### config.mk
export PLATFORM = sky130hd
export DESIGN_NAME = bcd_7seg_scan
export DESIGN_NICKNAME = d
export VERILOG_FILES = /design/src/rtl/bcd_7seg_scan.sv
export SDC_FILE = /design/constraint.sdc
export NUM_CORES = 1
export LEC_CHECK = 0
export ABC_AREA = 1
export CORE_ASPECT_RATIO = 2
export CORE_MARGIN = 2
export CORE_UTILIZATION = 45
export DETAILED_ROUTE_END_ITERATION = 10
export PLACE_DENSITY = 0.69
export SLEW_MARGIN = 25
export SYNTH_ARGS = -nofsm -noshare
export SYNTH_HDL_FRONTEND = slang
export SYNTH_SLANG_ARGS = --single-unit
### constraint.sdc
create_clock -name clk -period 2.2 [get_ports clk]
set_clock_uncertainty 0.15 [all_clocks]
set_input_delay 0.66 -clock clk [delete_from_list [all_inputs] [get_ports clk]]
set_output_delay 0.66 -clock clk [all_outputs]
set_load 0.02 [all_outputs]
### src/rtl/bcd_7seg_scan.sv
// Three-digit multiplexed 7-segment driver for the packed BCD result of the binary-to-BCD converter.
// Shadow-latches the value on load, scans digits every SCAN_DIV cycles, optionally blanks leading zeros.
module bcd_7seg_scan #(
  parameter int SCAN_DIV    = 4,
  parameter bit SEG_ACT_LOW = 1'b0
) (
  input  logic        clk,
  input  logic        rst,
  input  logic        load,
  input  logic [11:0] bcd,
  input  logic        blank_lz,
  output logic [6:0]  seg,
  output logic [2:0]  an,
  output logic        err
);

  localparam int              CW       = (SCAN_DIV > 1) ? $clog2(SCAN_DIV) : 1;
  localparam logic [CW-1:0]   DIV_LAST = CW'(SCAN_DIV - 1);
  localparam logic [6:0]      SEG_OFF  = SEG_ACT_LOW ? 7'h7F : 7'h00;

  logic [11:0]   shadow_q, shadow_d;
  logic [CW-1:0] div_cnt_q, div_cnt_d;
  logic [1:0]    idx_q, idx_d;
  logic [6:0]    seg_q, seg_d;
  logic [2:0]    an_q, an_d;
  logic          err_q, err_d;

  logic [3:0]    nib;
  logic [2:0]    an_sel;
  logic          blank;
  logic [6:0]    seg_hi;

  function automatic logic [6:0] seg_of(input logic [3:0] d);
    logic [6:0] s;
    case (d)
      4'd0:    s = 7'h3F;
      4'd1:    s = 7'h06;
      4'd2:    s = 7'h5B;
      4'd3:    s = 7'h4F;
      4'd4:    s = 7'h66;
      4'd5:    s = 7'h6D;
      4'd6:    s = 7'h7D;
      4'd7:    s = 7'h07;
      4'd8:    s = 7'h7F;
      4'd9:    s = 7'h6F;
      default: s = 7'h40;
    endcase
    return s;
  endfunction

  always_comb begin
    shadow_d  = shadow_q;
    err_d     = err_q;
    div_cnt_d = div_cnt_q + CW'(1);
    idx_d     = idx_q;

    if (load) begin
      shadow_d = bcd;
      err_d    = (bcd[11:8] > 4'd9) || (bcd[7:4] > 4'd9) || (bcd[3:0] > 4'd9);
    end

    if (div_cnt_q == DIV_LAST) begin
      div_cnt_d = '0;
      idx_d     = (idx_q == 2'd2) ? 2'd0 : idx_q + 2'd1;
    end

    // An invalid nibble is non-zero, so the equality tests keep it lit.
    case (idx_q)
      2'd0: begin
        nib    = shadow_q[3:0];
        an_sel = 3'b110;
        blank  = 1'b0;
      end
      2'd1: begin
        nib    = shadow_q[7:4];
        an_sel = 3'b101;
        blank  = blank_lz && (shadow_q[11:4] == 8'h00);
      end
      default: begin
        nib    = shadow_q[11:8];
        an_sel = 3'b011;
        blank  = blank_lz && (shadow_q[11:8] == 4'h0);
      end
    endcase

    seg_hi = seg_of(nib);
    if (blank) begin
      an_d  = 3'b111;
      seg_d = SEG_OFF;
    end else begin
      an_d  = an_sel;
      seg_d = SEG_ACT_LOW ? ~seg_hi : seg_hi;
    end
  end

  always_ff @(posedge clk or posedge rst) begin
    if (rst) begin
      shadow_q  <= '0;
      div_cnt_q <= '0;
      idx_q     <= 2'd0;
      seg_q     <= SEG_OFF;
      an_q      <= 3'b111;
      err_q     <= 1'b0;
    end else begin
      shadow_q  <= shadow_d;
      div_cnt_q <= div_cnt_d;
      idx_q     <= idx_d;
      seg_q     <= seg_d;
      an_q      <= an_d;
      err_q     <= err_d;
    end
  end

  assign seg = seg_q;
  assign an  = an_q;
  assign err = err_q;

endmodule

==> impl_metrics.env <==
export IMPL_dieArea_mm2=0.00333
export IMPL_drv_cap=0
export IMPL_place_area_mm2=0.00159
export IMPL_worstPathCellList="clkdlybuf4s50_1"
export IMPL_grt_pass1_vias=1090
export IMPL_crit_fanout=2
export IMPL_numCtsBuffers=3
export IMPL_syn_num_nets=167
export IMPL_cp_slowest_stage_delay_ps=610
export IMPL_timing_final_ws_setup_ps=146
export IMPL_critPathTopFamily="buffers and inverters"
export IMPL_maxSlewHeadroom_pct=73.9
export IMPL_die_width_um=41.8
export IMPL_finalCritPeriodShare_pct=93.4
export IMPL_cts_max_level=1
export IMPL_clkSlewWorstSetupHoldPaths_ps=90
export IMPL_overflow=0
export IMPL_wl_um=2470
export IMPL_die_height_um=79.6
export IMPL_stdcell_count=205
export IMPL_clockBufferDepth=2
export IMPL_yosys_top_cells_area="dfrtp_1, nand2_1, dfstp_2, inv_1, o21ai_0"
export IMPL_fin_area_mm2=0.00163
export IMPL_port_buffers=26
export IMPL_hp_class="reg -> reg"
export IMPL_grt_antenna_before_repair=0
export IMPL_drt_pass1_iterations=4
export IMPL_rsz0062_at_grt="false"
export IMPL_crit_path_top_delay_cell="clkdlybuf4s50_1"
export IMPL_grt_max_degree=28
export IMPL_multi_input_area_um2=520
export IMPL_grt_pass1_wl_um=4420
export IMPL_seqCellArea_um2=679
export IMPL_worst_ep_arrival_time_ps=1240
export IMPL_fin_util_pct=59.6
export IMPL_cp_num_buf_inv=1
export IMPL_hold_violations=0
export IMPL_ir_drop_mv=0.449
export IMPL_synth_seq_cells=27
export IMPL_layout_common_cells="nand2_1, dfrtp_1, clkdlybuf4s50_1"
export IMPL_final_common_cell="nand2_1"
export IMPL_setup_worst_path_class="reg -> out"
export IMPL_vias_per_cell=5.04
export IMPL_yosysUniqueCellTypes=21
export IMPL_tritoncts="built"
export IMPL_yosysWarnings=0
export IMPL_synth_top_area_cell="dfrtp_1"
export IMPL_worst_slew_pin_transition_ps=390
export IMPL_min_period_ps=2050
export IMPL_finalMaxSlewViolations=0
export IMPL_end_kind="output port"
export IMPL_fin_nets=198
export IMPL_critPathRequiredTime_ps=1390
export IMPL_grtUsageTotal_pct=17.4
export IMPL_wire_per_inst_um=12.0
export IMPL_setup_viol=0
export IMPL_timing_hold_ws_ps=278
export IMPL_powerDensity_mw_per_mm2=652
export IMPL_drive_gt1_share_pct=14.8
export IMPL_dp_hpwl_um=2000
export IMPL_area_growth_pct=26.8
export IMPL_n_antenna_cell=0
export IMPL_vias=1033
export IMPL_antenna_left=0
export IMPL_synth_avg_cell_area_um2=8.81
export IMPL_synth_top_cell_area_share_pct=46.7
export IMPL_initial_core_util_pct=47.0
export IMPL_clockRootBuffer="clkbuf_8"
export IMPL_p_leak_nw=0.802
export IMPL_placed_cells=201
export IMPL_boundaryPins=27
export IMPL_status="complete, no violations"
export IMPL_syn_area_mm2=0.00129
export IMPL_syn_inst=146
export IMPL_core_area_mm2=0.00274
export IMPL_clk_latency_ps=280
export IMPL_drc_errors=0
export IMPL_clock_sinks=27
export IMPL_tns_ps=0
export IMPL_ys_seq_area_share_pct=52.8
export IMPL_clock_fmax_mhz=487
export IMPL_drt_iter0_drc=35
export IMPL_placementRows=27
export IMPL_total_power_mw=1.06
export IMPL_gp_congestion=0.799
export IMPL_cp_start_kind="flop"
export IMPL_post_place_ws_ps=216
export IMPL_fillers=245
==> area by class of cell <==
cell class	instances	share of cell area (%)
sequential	27	41.6
clock buffer	4	2.76
tap	29	2.22
inverter	21	4.83
multi-input combinational	96	31.9
timing repair buffer	28	16.6
==> per-layer routing <==
metal / GRT usage, % / up-vias / wire length, um
met2: 35.9 / 25 / 1520
met4: 7.74 / 0 / 54
met1: 15.8 / 496 / 814
li1: - / 507 / -
met3: 2.04 / 5 / 80
met5: 0 / - / 0
==> registers in the layout, indices dropped and copies added, names as in the netlist <==
signal and count:
an 3, err 1, shadow_q 12, div_cnt_q 2, idx_q 2, seg 7
==> where the power goes <==
part           internal (mW)  switching (mW)
Combinational          0.102           0.121
Sequential             0.537          0.0173
Clock                  0.130           0.156
==> worst reg2reg max path: cells and delay by family (launching register included) <==
kind | cells | cell delay, ps
flip-flops | 1 | 490
AO/OA/AOI/OAI | 2 | 330
AND/OR/NAND/NOR | 4 | 290
adder cells (fa/ha/maj) | 1 | 290
buffers and inverters | 3 | 280
==> final timing paths <==
kind                            slack, ps  cells past startpoint    startpoint      endpoint
worst max-delay path                  150                      1           err           err
worst min-delay path                  280                      1  div_cnt_q[0]  div_cnt_q[0]
worst max register to register        270                     10      idx_q[1]        seg[3]
worst min register to register        280                      1  div_cnt_q[0]  div_cnt_q[0]
max in group asynchronous            1020                      3           rst         an[0]
min in group asynchronous             580                      3           rst        seg[4]
==> synthesized netlist by cell type <==
master and n:
dfstp_2 3, nand2_4 2, nand2_1 37, nand3_4 1
inv_2 2, ha_1 5, nor3_1 1, nor2_1 16
dfrtp_1 24, a21boi_0 1, o21ai_0 13, nor2_2 6
a21oi_1 2, nand2_2 3, nand3_2 1, inv_1 19
nor2_4 3, a41oi_1 1, clkbuf_1 2, o21a_1 1
nand3_1 3
==> kinds of logic after synthesis <==
kind of cell | count (synthesis) | synth area share [%]
DFF | 27 | 52.8
and+or+nand+nor | 73 | 27.9
buffers and inverters | 23 | 6.71
adders and majority gates | 5 | 4.86
AOI/OAI and AO/OA | 18 | 7.69
==> what timing repair did <==
| action | 4_1_cts | 5_1_grt |
|---|---|---|
| hold buffers | 0 | 0 |
| resized for setup | 3 | 0 |
| endpoints found under the setup margin | 3 | 0 |
| endpoints found under the hold margin | 0 | 0 |
| buffers inserted | 0 | 0 |
Power figures use the tool's default switching activity.
